`src/rtl/add8_err_stats.sv`:
```
// add8_err_stats
// Streaming error-characterisation stage for an 8-bit approximate adder.
// Each accepted sample (a, b, o_approx) is compared against the exact sum
// a + b.  The block accumulates the error count, the absolute-error sum, the
// squared-error sum and the worst-case error over a run of cfg_len samples.
//
// Ports:
//   clk, rst_n        clock (rising edge), asynchronous active-low reset
//   start, cfg_len    run launch pulse and run length (sampled on start)
//   in_valid/in_ready sample handshake; in_ready never looks at in_valid
//   a, b, o_approx    operands and approximate adder result
//   busy, done        run in progress / results final and frozen
//   n_samp            samples accepted in the current or last run
//   err_cnt, abs_sum  count of erroneous samples, sum of |err|
//   sq_sum, wce       sum of err^2, largest |err| seen
module add8_err_stats #(
  parameter int ACC_W = 32,
  parameter int LEN_W = 16
) (
  input  logic             clk,
  input  logic             rst_n,
  input  logic             start,
  input  logic [LEN_W-1:0] cfg_len,
  input  logic             in_valid,
  output logic             in_ready,
  input  logic [7:0]       a,
  input  logic [7:0]       b,
  input  logic [8:0]       o_approx,
  output logic             busy,
  output logic             done,
  output logic [LEN_W-1:0] n_samp,
  output logic [ACC_W-1:0] err_cnt,
  output logic [ACC_W-1:0] abs_sum,
  output logic [ACC_W-1:0] sq_sum,
  output logic [8:0]       wce
);

  typedef enum logic [1:0] {
    IDLE  = 2'd0,
    RUN   = 2'd1,
    DRAIN = 2'd2,
    DONE  = 2'd3
  } state_t;

  state_t           state_reg;
  logic [LEN_W-1:0] len_reg;
  logic [LEN_W-1:0] n_samp_reg;

  // Stage 1: per-sample error
  logic             s1_valid_reg;
  logic [8:0]       s1_err_reg;
  logic             s1_nz_reg;

  // Stage 2: accumulators
  logic [ACC_W-1:0] err_cnt_reg;
  logic [ACC_W-1:0] abs_sum_reg;
  logic [ACC_W-1:0] sq_sum_reg;
  logic [8:0]       wce_reg;

  logic             accept;
  logic [8:0]       exact;
  logic [8:0]       err_calc;
  logic [17:0]      sq_term;
  logic [ACC_W:0]   abs_wide;
  logic [ACC_W:0]   sq_wide;
  logic [ACC_W-1:0] abs_next;
  logic [ACC_W-1:0] sq_next;
  logic [ACC_W-1:0] cnt_next;
  logic [8:0]       wce_next;

  // in_ready comes from registered state only. It falls on the same edge
  // that makes n_samp reach len_reg, so no sample beyond the run length
  // is ever accepted.
  assign in_ready = (state_reg == RUN) && (n_samp_reg < len_reg);
  assign accept   = in_valid && in_ready;

  // The exact sum needs all 9 bits (255 + 255 = 510).
  assign exact    = {1'b0, a} + {1'b0, b};
  assign err_calc = (exact >= o_approx) ? (exact - o_approx) : (o_approx - exact);

  // err <= 511, so err^2 fits in 18 bits.
  assign sq_term  = {9'd0, s1_err_reg} * {9'd0, s1_err_reg};

  // Each sum is formed one bit wider. The carry-out means the result
  // overflowed, and the accumulator then sticks at all-ones.
  assign abs_wide = {1'b0, abs_sum_reg} + (ACC_W+1)'(s1_err_reg);
  assign sq_wide  = {1'b0, sq_sum_reg} + (ACC_W+1)'(sq_term);
  assign abs_next = abs_wide[ACC_W] ? {ACC_W{1'b1}} : abs_wide[ACC_W-1:0];
  assign sq_next  = sq_wide[ACC_W] ? {ACC_W{1'b1}} : sq_wide[ACC_W-1:0];
  assign cnt_next = (s1_nz_reg && !(&err_cnt_reg)) ? err_cnt_reg + 1'b1 : err_cnt_reg;
  assign wce_next = (s1_err_reg > wce_reg) ? s1_err_reg : wce_reg;

  always_ff @(posedge clk or negedge rst_n) begin
    if (!rst_n) begin
      state_reg    <= IDLE;
      len_reg      <= '0;
      n_samp_reg   <= '0;
      s1_valid_reg <= 1'b0;
      s1_err_reg   <= '0;
      s1_nz_reg    <= 1'b0;
      err_cnt_reg  <= '0;
      abs_sum_reg  <= '0;
      sq_sum_reg   <= '0;
      wce_reg      <= '0;
    end else begin
      // Stage 1 captures only accepted samples.
      s1_valid_reg <= accept;
      if (accept) begin
        s1_err_reg <= err_calc;
        s1_nz_reg  <= (err_calc != 9'd0);
      end

      // Stage 2 folds the stage-1 sample into the totals.
      if (s1_valid_reg) begin
        err_cnt_reg <= cnt_next;
        abs_sum_reg <= abs_next;
        sq_sum_reg  <= sq_next;
        wce_reg     <= wce_next;
      end

      case (state_reg)
        IDLE, DONE: begin
          // The pipeline is empty here, so clearing the totals cannot
          // lose a sample that is still in flight.
          if (start) begin
            state_reg    <= RUN;
            len_reg      <= cfg_len;
            n_samp_reg   <= '0;
            s1_valid_reg <= 1'b0;
            err_cnt_reg  <= '0;
            abs_sum_reg  <= '0;
            sq_sum_reg   <= '0;
            wce_reg      <= '0;
          end
        end
        RUN: begin
          if (accept) begin
            n_samp_reg <= n_samp_reg + 1'b1;
          end
          // The registered count is compared, so a zero-length run
          // also passes through RUN for exactly one cycle.
          if (n_samp_reg == len_reg) begin
            state_reg <= DRAIN;
          end
        end
        DRAIN: begin
          if (!s1_valid_reg) begin
            state_reg <= DONE;
          end
        end
        default: state_reg <= IDLE;
      endcase
    end
  end

  assign busy    = (state_reg == RUN) || (state_reg == DRAIN);
  assign done    = (state_reg == DONE);
  assign n_samp  = n_samp_reg;
  assign err_cnt = err_cnt_reg;
  assign abs_sum = abs_sum_reg;
  assign sq_sum  = sq_sum_reg;
  assign wce     = wce_reg;

endmodule

```
`config.mk`:
```
export PLATFORM = sky130hd
export DESIGN_NAME = add8_err_stats
export DESIGN_NICKNAME = d
export VERILOG_FILES = /design/src/rtl/add8_err_stats.sv
export SDC_FILE = /design/constraint.sdc
export NUM_CORES = 1
export LEC_CHECK = 0
export CORE_ASPECT_RATIO = 1.1
export CORE_MARGIN = 2
export CORE_UTILIZATION = 35
export CTS_BUF_LIST = sky130_fd_sc_hd__clkbuf_16
export DETAILED_ROUTE_END_ITERATION = 7
export SETUP_SLACK_MARGIN = 0.5
export SLEW_MARGIN = 20
export SYNTH_ARGS = -nofsm -noshare
export SYNTH_HDL_FRONTEND = slang
export SYNTH_SLANG_ARGS = --single-unit
```
`constraint.sdc`:
```
create_clock -name clk -period 7.85 [get_ports clk]
set_clock_uncertainty 0.1 [all_clocks]
set_input_delay 1.1775 -clock clk [delete_from_list [all_inputs] [get_ports clk]]
set_output_delay 1.1775 -clock clk [all_outputs]
set_load 0.01 [all_outputs]
```
## Yosys cells after proc, flatten, opt, wreduce, memory -nomap -nowiden

Cells that the tools add are included.

| cells by class | value |
|---|---|
| add/subtract/negate cells | 7 |
| multiply operators | 1 |
| magnitude comparators | 3 |
| equality and inequality tests | 8 |
| muxes and demuxes | 26 |
| reductions and logical operators | 13 |

Operators with widths:

| operator | number |
|---|---|
| $mux 32 | 12 |
| $mux 9 | 5 |
| $add 32x18->33 | 1 |
| $add 32x9->33 | 1 |
| $add 32x1->32 const B | 1 |
| $mux 16 | 2 |
| $pmux 16 s2 | 1 |
| $reduce_and 32->1 | 1 |
| $mul 9x9->18 | 1 |
| $sub 9x9->9 | 2 |
| $add 16x1->16 const B | 1 |
| $eq 16x16->1 | 1 |
| $lt 16x16->1 | 1 |
| $add 8x8->9 | 1 |
| $ge 9x9->1 | 1 |
| $gt 9x9->1 | 1 |
| $reduce_bool 9->1 | 1 |
| $mux 2 | 3 |
| $ne 2x2->1 const B | 3 |
| $pmux 2 s3 | 1 |
| $reduce_and 3->1 | 2 |
| $eq 2x2->1 const B | 2 |
| $logic_and 1x1->1 | 3 |
| $eq 2x1->1 const B | 1 |
| other kinds (8) | 9 |

| word-level totals | value |
|---|---|
| flip-flop bits (word level) | 150 |
| bits of input ports | 45 |
| output and inout port bits | 124 |
| word-level logic and storage cells | 68 |

## Longest topological paths before layout

| logic depth | value |
|---|---|
| depth after elaboration | 7 |
| depth in mapped cells | 23 |
| mapped depth without buffers | 22 |

## Least setup slack after synthesis

OpenSTA, ideal clock, no wires.

| timing | value |
|---|---|
| kind | reg-to-reg |
| start point | register s1_err_reg[6] |
| end point | register sq_sum_reg[10] (netlist: sq_sum[10]) |
| data arrival time | 5.380 ns |
| data required time | 7.624 ns |
| slack | 2.244 ns |
| cell stages (with the launch flop) | 23 |
| clock period less this slack | 5.606 ns |
| path through | dfrtp_1 -> clkbuf_1 -> inv_1 -> nor2_1 -> inv_1 -> fa_1 -> inv_1 -> fa_1 -> inv_1 -> fa_1 -> inv_1 -> fa_1 -> inv_1 -> fa_1 -> inv_1 -> ha_1 -> a21oi_1 -> o22ai_1 -> nand4_1 -> o221ai_1 -> a21boi_2 -> buf_2 -> a21oi_1 |

| on the way | value |
|---|---|
| cells in the longest elaborated chain, start to end | 6 |

Ends and longest elaborated chain:

| element | RTL line | text |
|---|---|---|
| start, declared | 51 | `logic [8:0] s1_err_reg;` |
| start signal, assigned | 109 | `s1_err_reg <= err_calc;` |
| $mul 9x9->18 * | 82 | `assign sq_term = {9'd0, s1_err_reg} * {9'd0, s1_err_reg};` |
| $add 32x18->33 * | 87 | `assign sq_wide = {1'b0, sq_sum_reg} + (ACC_W+1)'(sq_term);` |
| $mux 32 * | 89 | `assign sq_next = sq_wide[ACC_W] ? {ACC_W{1'b1}} : sq_wide[ACC_W-1:0];` |
| $mux 32 * | 114 | `if (s1_valid_reg) begin` |
| $mux 32 | 125 | `if (start) begin` |
| $mux 32 * | 121 | `case (state_reg)` |
| end signal, assigned | 117 | `sq_sum_reg <= sq_next;` |
| end, declared | 57 | `logic [ACC_W-1:0] sq_sum_reg;` |

Every way passes the cells marked *; elsewhere a longest branch is shown, timed or not.
A chain may end at the register's enable or synchronous reset.

## Worst setup path in the final report

| timing | value |
|---|---|
| start point | register s1_err_reg[6] |
| end point | register sq_sum_reg[6] (netlist: sq_sum[6]) |

Same word-level chain as after synthesis.

==> qor.csv <==
stage,metric,value,unit
run_status,status,finished clean,
synthesis,synth.mux.area_fraction,1.15,%
synthesis,synth_top_area_share,32.1,%
worst_setup_path,crit_type,reg2reg,
detailed_routing,firstDrtPassIters,5,
worst_setup_path,critPathMaxFanout,19,
placement,portBuffers,168,
worst_setup_path,worstRegToRegCells,20,
synthesis,synth_fp_nets,1517,
worst_setup_path,cp-startpoint,s1_err_reg[6]$_DFFE_PN0P_,
worst_setup_path,r2r-start,s1_err_reg[6]$_DFFE_PN0P_,
timing,fmax,157,MHz
timing,slew_headroom,33.3,%
floorplanning,die_w,178,um
timing,worst_pin_slew,1.00,ns
detailed_routing,vias,9665,
final_layout,drive_above_1_share,4.42,%
detailed_routing,drcViolationCount,0,
cts,cts_resized,0,
floorplanning,initial_core_util,35.3,%
placement,place_hpwl,22300,um
cts,root_buffer,clkbuf_16,
timing,hold_viol,0,
synthesis,synth_edf_count,0,
synthesis,yosys_warnings,0,
final_layout,antenna-diode-count,0,
global_route,grt_max_degree,97,
job,drv_cap,0,
synthesis,yosys-top-cells-count,"174 x inv_1, 150 x dfrtp_1, 109 x ha_1, 97 x a21oi_1, 87 x o21ai_0",
timing,final.setup.tns,0,ns
global_route,gr-total-overflow,0,
global_route,antenna_found_initial,0,
cts,cts_sinks,150,
floorplanning,dieArea,34900,sq um
synthesis,syn_inst,1313,
cts,cts_hold_buffers,0,
cts,h-tree-depth,4,
cts,postCtsSetupBuffers,0,
cts,cts_tree,done,
synthesis,syn_area_per_cell,8.90,sq um
timing,slew_viol_final,0,
synthesis,synth_ff_type,dfrtp_1,
synthesis,synth_top_family_by_area,adder cells,
synthesis,synth.largest_area_cell,dfrtp_1,
timing,min_period,6.39,ns
cts,numCtsBuffers,17,
detailed_routing,viasPerCell,5.08,
final_layout,nets,1663,
timing,fin_crit_sh,81.4,%
worst_setup_path,arrival,6.56,ns
synthesis,synth_area,11700,sq um
global_route,grt_pass1_vias,9348,
worst_setup_path,cp_common_cell,inv_1,
worst_setup_path,critPathSlowestCell,a21boi_2,
synthesis,synth_compound_gate_area_share,16.5,%
worst_setup_path,crit_chain,inv_1 -> nor2_1 -> inv_1 -> fa_1 -> inv_1 -> fa_1 -> inv_1 -> fa_1 -> inv_1 -> fa_1 -> inv_1 -> fa_1 -> inv_1 -> ha_1 -> a21oi_1 -> o22ai_1 -> nand4_1 -> o221ai_1 -> a21boi_2 -> a21oi_1,
worst_setup_path,end_kind,flop,
synthesis,ys_seq_elements,150,
worst_setup_path,crit_path_max_incr_delay,0.83,ns
floorplanning,rows,70,
final_layout,fill_cells,3273,
floorplanning,num_io_pins,169,
final_layout,fin_cells,1904,
final_layout,syn_to_final_growth,22.7,%
cts,clk_pin_slew,0.07,ns
worst_hold_path,hold_path_class,reg2reg,
synthesis,async_flop_share,100,%
global_route,grt_pass1_wl,48600,um
timing,setup_viol,0,
synthesis,synth_fa_ha_area_share,20.2,%
worst_hold_path,hold_start,len_reg[0]$_DFFE_PN0P_,
detailed_routing,drt_iter0_markers,517,
placement,dp_cells,1872,
synthesis,ys_types,66,
synthesis,ys_seq_area_share,32.1,%
worst_setup_path,required,8.02,ns
detailed_routing,routed_wl,29800,um
synthesis,yosysMostFrequentCell,inv_1,
cts,clk_latency,0.44,ns
timing,grt_setup_unrepaired,false,
worst_setup_path,worstSetupEndpoint,sq_sum[6]$_DFF_PN0_,
cts,clockBufferDepth,2,
synthesis,synth_area_leaders,"dfrtp_1 32%, ha_1 12%, fa_1 8.6%",
synthesis,synth_xor_area_share,6.60,%
floorplanning,die_h,196,um
detailed_routing,wl_per_cell,15.6,um
final_layout,multiInputGateArea,7080,sq um
global_route,gr-usage-all-layers,17.4,%
floorplanning,core_area,33100,sq um
detailed_routing,ant_nets,0,
worst_setup_path,critical_path.startpoint_type,flop,
placement,gp_congestion,0.865,
synthesis,yosys.area_share.simple,16.1,%
final_layout,ff_latch_area,3750,sq um
worst_setup_path,r2r-end,sq_sum[6]$_DFF_PN0_,
worst_setup_path,r2r_slack,1.46,ns
## how the worst min path moves through the flow
stage | slack [ns] | cells past startpoint | to
2_1_floorplan | 0.35 | 2 | len_reg[0]$_DFFE_PN0P_
3_3_place_gp | 0.38 | 2 | len_reg[0]$_DFFE_PN0P_
3_5_place_dp | 0.38 | 2 | len_reg[0]$_DFFE_PN0P_
4_1_cts | 0.40 | 2 | len_reg[0]$_DFFE_PN0P_
5_1_grt | 0.42 | 2 | len_reg[0]$_DFFE_PN0P_
6_report | 0.39 | 2 | len_reg[0]$_DFFE_PN0P_
## worst max-delay path, delay by kind of cell (launching register included)
kind | cells | cell delay (ns)
fa+ha+maj | 6 | 2.94
compound gates | 5 | 1.64
buf+inv | 7 | 0.60
flops | 1 | 0.56
simple gates | 2 | 0.36
## area by class of cell
type,instances,share of cell area [%]
inverters,174,4.56
flip-flops and latches,150,26.2
clock inverters,15,1.00
multi-input cells,941,49.4
clock buffers,17,2.97
repair buffers,175,12.1
well taps,432,3.77
## per-stage QoR
step	setup WS (ns)	cell area (sq um)	hold WS (ns)	util, %
CTS	1.48	14300	0.398	43.3
global route	0.985	14300	0.421	43.3
finish	1.46	14300	0.392	43.3
floorplan	2.24	11700	0.350	-
global placement	1.69	13800	0.380	41.6
detailed placement	1.49	13800	0.378	41.6
## per-layer routing
layer  share of wire, %  up-vias  GRT usage (%)
li1                   -     4775              -
met1                 47     4706           23.7
met2                 48      159           28.5
met3                2.9       25           2.80
met4                1.6        0           5.12
met5                  0        -              0
## logic make-up after synthesis
kind of cell / count (synthesis)
AND/OR/NAND/NOR: 365
AO/OA/AOI/OAI: 316
buffers and inverters: 222
adder cells (fa/ha/maj): 159
flip-flops: 150
XOR/XNOR: 88
multiplexers: 13
## placed cells by master (no fill, tap or decap), drive strengths merged, types with 4 or more instances in the layout
| cell | n |
|---|---|
| a31oi | 24 |
| o21a | 12 |
| dfrtp | 150 |
| clkinv | 5 |
| a21oi | 98 |
| a221oi | 4 |
| ha | 109 |
| a22o | 13 |
| nor2b | 14 |
| clkbuf | 17 |
| a211oi | 6 |
| clkdlybuf4s50 | 167 |
| buf | 8 |
| nor2 | 75 |
| inv | 180 |
| nand3 | 51 |
| and2 | 23 |
| nand4 | 16 |
| xnor2 | 28 |
| nor4 | 7 |
| fa | 50 |
| o211ai | 4 |
| or3 | 6 |
| a21boi | 4 |
| a21o | 33 |
| o21ai | 89 |
| nand2b | 13 |
| mux2i | 10 |
| and3 | 28 |
| o21bai | 8 |
| and4 | 8 |
| xor2 | 60 |
| nand2 | 85 |
| nor3 | 23 |
| o22ai | 5 |
| or2 | 5 |
Power is not shown: default switching activity piles up to over one toggle a cycle in this logic, so the estimate is an artifact.
